==> config.mk <==
export PLATFORM = sky130hd
export DESIGN_NAME = core_csr_access_unit
export DESIGN_NICKNAME = d
export VERILOG_FILES = /design/src/rtl/core_csr_access_unit.sv
export SDC_FILE = /design/constraint.sdc
export NUM_CORES = 1
export LEC_CHECK = 0
export ABC_CLOCK_PERIOD_IN_PS = 4300
export BUFFER_PORTS_ARGS = -buffer_cell sky130_fd_sc_hd__buf_4
export CAP_MARGIN = 20
export CORE_MARGIN = 2
export CORE_UTILIZATION = 54
export DETAILED_ROUTE_END_ITERATION = 12
export PLACE_DENSITY = 0.83
export SLEW_MARGIN = 20
export SYNTH_ARGS = -nofsm -noshare
export SYNTH_HDL_FRONTEND = slang
export SYNTH_SLANG_ARGS = --single-unit
==> constraint.sdc <==
create_clock -name i_clk -period 4.3 [get_ports i_clk]
set_clock_uncertainty 0.15 [all_clocks]
set_input_delay 0.215 -clock i_clk [delete_from_list [all_inputs] [get_ports i_clk]]
set_output_delay 0.215 -clock i_clk [all_outputs]
set_load 0.01 [all_outputs]
==> src/rtl/core_csr_access_unit.sv <==
// Zicsr sequencer toward core_csr_file: accept, check legality, read, modify, write back, respond.
// Legal op: response 3 cycles after accept, static-illegal 2; one op in flight, response held until resp_ready.
module core_csr_access_unit #(
    parameter int XLEN = 32
) (
    input  logic            i_clk,
    input  logic            i_rst,
    input  logic            i_req_valid,
    output logic            o_req_ready,
    input  logic [2:0]      i_req_funct3,
    input  logic [11:0]     i_req_csr_sel,
    input  logic [XLEN-1:0] i_req_rs1_val,
    input  logic [4:0]      i_req_rs1_idx,
    input  logic            i_req_rd_zero,
    input  logic [1:0]      i_priv,
    input  logic            i_flush,
    output logic [11:0]     o_csr_sel,
    output logic            o_csr_rd_en,
    input  logic [XLEN-1:0] i_csr_data_in,
    input  logic            i_csr_illegal,
    output logic            o_csr_wr_en,
    output logic [XLEN-1:0] o_csr_wr_data,
    output logic            o_resp_valid,
    input  logic            i_resp_ready,
    output logic [XLEN-1:0] o_resp_rd_data,
    output logic            o_resp_illegal
);

    typedef enum logic [1:0] {
        S_IDLE = 2'd0,
        S_ACC  = 2'd1,
        S_WB   = 2'd2,
        S_RESP = 2'd3
    } state_t;

    state_t            r_state;
    state_t            w_next;

    logic [2:0]        r_funct3;
    logic [11:0]       r_csr_sel;
    logic [XLEN-1:0]   r_rs1_val;
    logic [4:0]        r_rs1_idx;
    logic              r_rd_zero;
    logic [1:0]        r_priv;
    logic [XLEN-1:0]   r_rd_data;
    logic              r_resp_illegal;

    logic              w_accept;
    logic              w_is_rw;
    logic              w_op_ok;
    logic [XLEN-1:0]   w_src;
    logic              w_do_wr;
    logic              w_do_rd;
    logic              w_static_ill;
    logic [XLEN-1:0]   w_new;

    assign w_accept = i_req_valid && (r_state == S_IDLE) && !i_flush;

    assign w_is_rw      = (r_funct3[1:0] == 2'b01);
    assign w_op_ok      = (r_funct3[1:0] != 2'b00);
    assign w_src        = r_funct3[2] ? {{(XLEN-5){1'b0}}, r_rs1_idx} : r_rs1_val;
    assign w_do_wr      = w_is_rw || (r_rs1_idx != 5'd0);
    assign w_do_rd      = !(w_is_rw && r_rd_zero);
    // Encoded privilege in csr_sel[9:8] is the minimum level; [11:10]==11 marks read-only space.
    assign w_static_ill = !w_op_ok || (r_priv < r_csr_sel[9:8]) ||
                          (w_do_wr && (r_csr_sel[11:10] == 2'b11));

    always_comb begin
        w_new = w_src;
        case (r_funct3[1:0])
            2'b10:   w_new = i_csr_data_in | w_src;
            2'b11:   w_new = i_csr_data_in & ~w_src;
            default: w_new = w_src;
        endcase
    end

    always_ff @(posedge i_clk or posedge i_rst) begin
        if (i_rst) begin
            r_state <= S_IDLE;
        end else begin
            r_state <= w_next;
        end
    end

    always_comb begin
        w_next = r_state;
        if (i_flush) begin
            w_next = S_IDLE;
        end else begin
            case (r_state)
                S_IDLE:  if (w_accept) w_next = S_ACC;
                S_ACC:   w_next = w_static_ill ? S_RESP : S_WB;
                S_WB:    w_next = S_RESP;
                S_RESP:  if (i_resp_ready) w_next = S_IDLE;
                default: w_next = S_IDLE;
            endcase
        end
    end

    always_comb begin
        o_req_ready    = (r_state == S_IDLE) && !i_flush;
        o_csr_sel      = r_csr_sel;
        o_csr_rd_en    = (r_state == S_ACC) && w_do_rd && !w_static_ill && !i_flush;
        o_csr_wr_en    = (r_state == S_WB) && w_do_wr && !i_csr_illegal && !i_flush;
        o_csr_wr_data  = (r_state == S_WB) ? w_new : '0;
        o_resp_valid   = (r_state == S_RESP);
        o_resp_rd_data = r_rd_data;
        o_resp_illegal = r_resp_illegal;
    end

    always_ff @(posedge i_clk or posedge i_rst) begin
        if (i_rst) begin
            r_funct3       <= '0;
            r_csr_sel      <= '0;
            r_rs1_val      <= '0;
            r_rs1_idx      <= '0;
            r_rd_zero      <= 1'b0;
            r_priv         <= '0;
            r_rd_data      <= '0;
            r_resp_illegal <= 1'b0;
        end else if (w_accept) begin
            r_funct3       <= i_req_funct3;
            r_csr_sel      <= i_req_csr_sel;
            r_rs1_val      <= i_req_rs1_val;
            r_rs1_idx      <= i_req_rs1_idx;
            r_rd_zero      <= i_req_rd_zero;
            r_priv         <= i_priv;
            r_rd_data      <= '0;
            r_resp_illegal <= 1'b0;
        end else if (!i_flush) begin
            if ((r_state == S_ACC) && w_static_ill) begin
                r_resp_illegal <= 1'b1;
            end else if (r_state == S_WB) begin
                r_rd_data      <= i_csr_illegal ? '0 : i_csr_data_in;
                r_resp_illegal <= i_csr_illegal;
            end
        end
    end

endmodule

==> impl_metrics.json <==
{
  "dieWidth_um": 97.29,
  "ios": 174,
  "multi_input_area_sq_um": 2175,
  "cts_buffer_depth": 2,
  "critical-path-max-stage-delay_ps": 930,
  "fin_crit_ps": 2800,
  "ant_nets": 0,
  "synth_area_leaders": "dfrtp_1, mux2_2, nand4b_1",
  "grt_max_degree": 60,
  "syn_to_final_growth_pct": 50.77,
  "seqCellArea_sq_um": 2252,
  "cts_tree": "built",
  "num_rows": 34,
  "gp_congestion": 0.7914,
  "worstSetupStartpointType": "register",
  "totalWireLength_um": 16020,
  "cts_sinks": 90,
  "cts-root-buf": "clkbuf_8",
  "post-dp-hpwl_um": 9382,
  "first_pass_iters": 5,
  "cp_slowest_cell": "a21oi_1",
  "synth_cell_type_count": 31,
  "r2r_setup_slack_ps": 1610,
  "maxCapViolations": 0,
  "post-route-drc-count": 0,
  "synth_area_per_cell_sq_um": 10.22,
  "fillCellCount": 489,
  "ys_seq_area_share_pct": 47.92,
  "path_clk_slew_ps": 90,
  "crit_path_end_kind": "output port",
  "slew_headroom_pct": 30.03,
  "crit_path_start": "r_funct3[2]",
  "final_common_cell": "buf_4",
  "yosys_warnings": 0,
  "insertion_delay_ps": 370,
  "dieArea_sq_um": 9465,
  "port_buffers": 173,
  "n_antenna_cell": 0,
  "wl_per_cell_um": 19.90,
  "placed_area_sq_um": 5995,
  "status": "finished, final reports clean",
  "grt_pass1_wl_um": 25410,
  "vdd_drop_max_v": 0.0003732,
  "drive_gt1_share_pct": 34.58,
  "drtIter0Drc": 292,
  "tns_ps": 0,
  "grt_pass1_vias": 4994,
  "cts_resized": 0,
  "nNetsFinal": 790,
  "yosysTopAreaCell": "dfrtp_1",
  "vias_per_cell": 5.957,
  "synth_top_area_share_pct": 47.92,
  "syn_inst": 460,
  "synth_nets": 558,
  "die_h_um": 97.29,
  "crit_arrival_ps": 2440,
  "ys_ff_latch": 90,
  "start_util_pct": 54.69,
  "syn_area_sq_um": 4700,
  "grtUsageTotal_pct": 33.55,
  "final_cell_mix": "buf_4, dfrtp_1, dlygate4sd3_1",
  "cp.required_ps": 3930,
  "hold_viol_final": 0,
  "crit_type": "register to output port",
  "rr_startpoint": "r_rs1_idx[1]",
  "hold_ws_ps": 5.327,
  "fmax_ghz": 0.3571,
  "coreArea_sq_um": 8593,
  "p_leak_uw": 0.003162,
  "path_cells": "a21oi_1 > a32oi_1 > nor2b_1 > buf_4",
  "finalCoreUtilization_pct": 82.45,
  "antenna_found_initial": 0,
  "hp-class": "primary input to register",
  "crit_fanout": 23,
  "worstMarginPinSlew_ps": 1049,
  "power_density_nw_per_um2": 600.1,
  "maxSlewViolCount": 0,
  "fin_crit_sh_pct": 65.13,
  "setup_viol": 0,
  "cts_buffers": 9,
  "min_from": "i_csr_data_in[8]",
  "gr-total-overflow": 0,
  "ctsHtreeMaxLevel": 3,
  "design_area_sq_um": 7086,
  "rsz0062_at_grt": "no",
  "vias": 4795
}
-- sequential cells by signal (all words and copies together), names as in the netlist --
| name | flops |
|---|---|
| r_rd_zero | 1 |
| r_funct3 | 3 |
| r_rs1_val | 32 |
| o_resp_rd_data | 32 |
| r_priv | 2 |
| o_resp_illegal | 1 |
| r_state | 2 |
| o_csr_sel | 12 |
| r_rs1_idx | 5 |
-- synth_stat cells (all sizes together) --
| master | instances |
|---|---|
| o311a | 1 |
| a31oi | 1 |
| o31ai | 1 |
| o211ai | 16 |
| or4 | 1 |
| nand4b | 32 |
| and4 | 1 |
| a21oi | 41 |
| ha | 5 |
| dfrtp | 90 |
| mux2i | 5 |
| nor2b | 15 |
| o311ai | 1 |
| inv | 21 |
| a21boi | 16 |
| o21ai | 55 |
| o31a | 1 |
| and2 | 1 |
| nor2 | 1 |
| clkbuf | 32 |
| nand2b | 14 |
| nor3 | 3 |
| nand3b | 16 |
| o32ai | 1 |
| a32oi | 11 |
| mux2 | 38 |
| nand2 | 29 |
| buf | 11 |
-- through the flow --
step / worst slack [ps] / std cells / power [uW]
after floorplan: 1600 / 460 / 2657
after global placement: 1776 / 705 / 3289
after detailed placement: 1670 / 705 / 3393
after CTS: 1590 / 805 / 4170
after global routing: 1363 / 805 / 4474
final: 1500 / 805 / 4252
-- timing repair --
item / CTS / global route
endpoints found under the hold margin: 128 / 0
hold buffers: 84 / 0
setup endpoints to repair: 0 / 0
setup buffers: 0 / 0
-- final timing paths --
check	depth (start not counted)	to
min	3	o_resp_rd_data[8]
max in group asynchronous	4	r_rs1_idx[2]
min in group asynchronous	3	o_csr_sel[1]
max	4	o_csr_wr_data[13]
max reg2reg	6	o_resp_rd_data[14]
min reg2reg	1	o_csr_sel[5]
-- power breakdown --
| part | internal, uW | switching, uW | total (uW) |
|---|---|---|---|
| Clock | 404 | 320 | 724 |
| Combinational | 930 | 1090 | 2020 |
| Sequential | 1220 | 290 | 1510 |
-- layout make-up --
type,instances,share of cell area [%]
Clock buffer,10,1.942
Clock inverter,6,1.589
Inverter,21,1.148
Multi-Input combinational cell,306,30.69
Sequential cell,90,31.79
Tap cell,108,1.907
Timing Repair Buffer,264,30.94
-- cell families (layout without fill, tap and decap cells) --
family	after synthesis	in the layout	synth area share, %
compound gates	145	145	19.01
fa+ha+maj	5	5	1.331
buf+inv	64	301	5.910
flops	90	90	47.92
mux	43	43	10.17
simple gates	113	113	15.65
-- critical path: cells and delay by family (launching register included) --
family                 cells  cell delay [ps]
flip-flops                 1              640
buffers and inverters      1              150
AND/OR/NAND/NOR            1              220
AO/OA/AOI/OAI              2             1070
-- layer usage --
metal | vias up | routed length, um | global-route usage (%)
li1 | 2126 | - | -
met1 | 2376 | 6034 | 40.07
met2 | 245 | 8242 | 58.12
met3 | 48 | 1235 | 8.417
met4 | 0 | 506 | 13.68
met5 | - | 0 | 0
(Power assumes the default switching activity.)
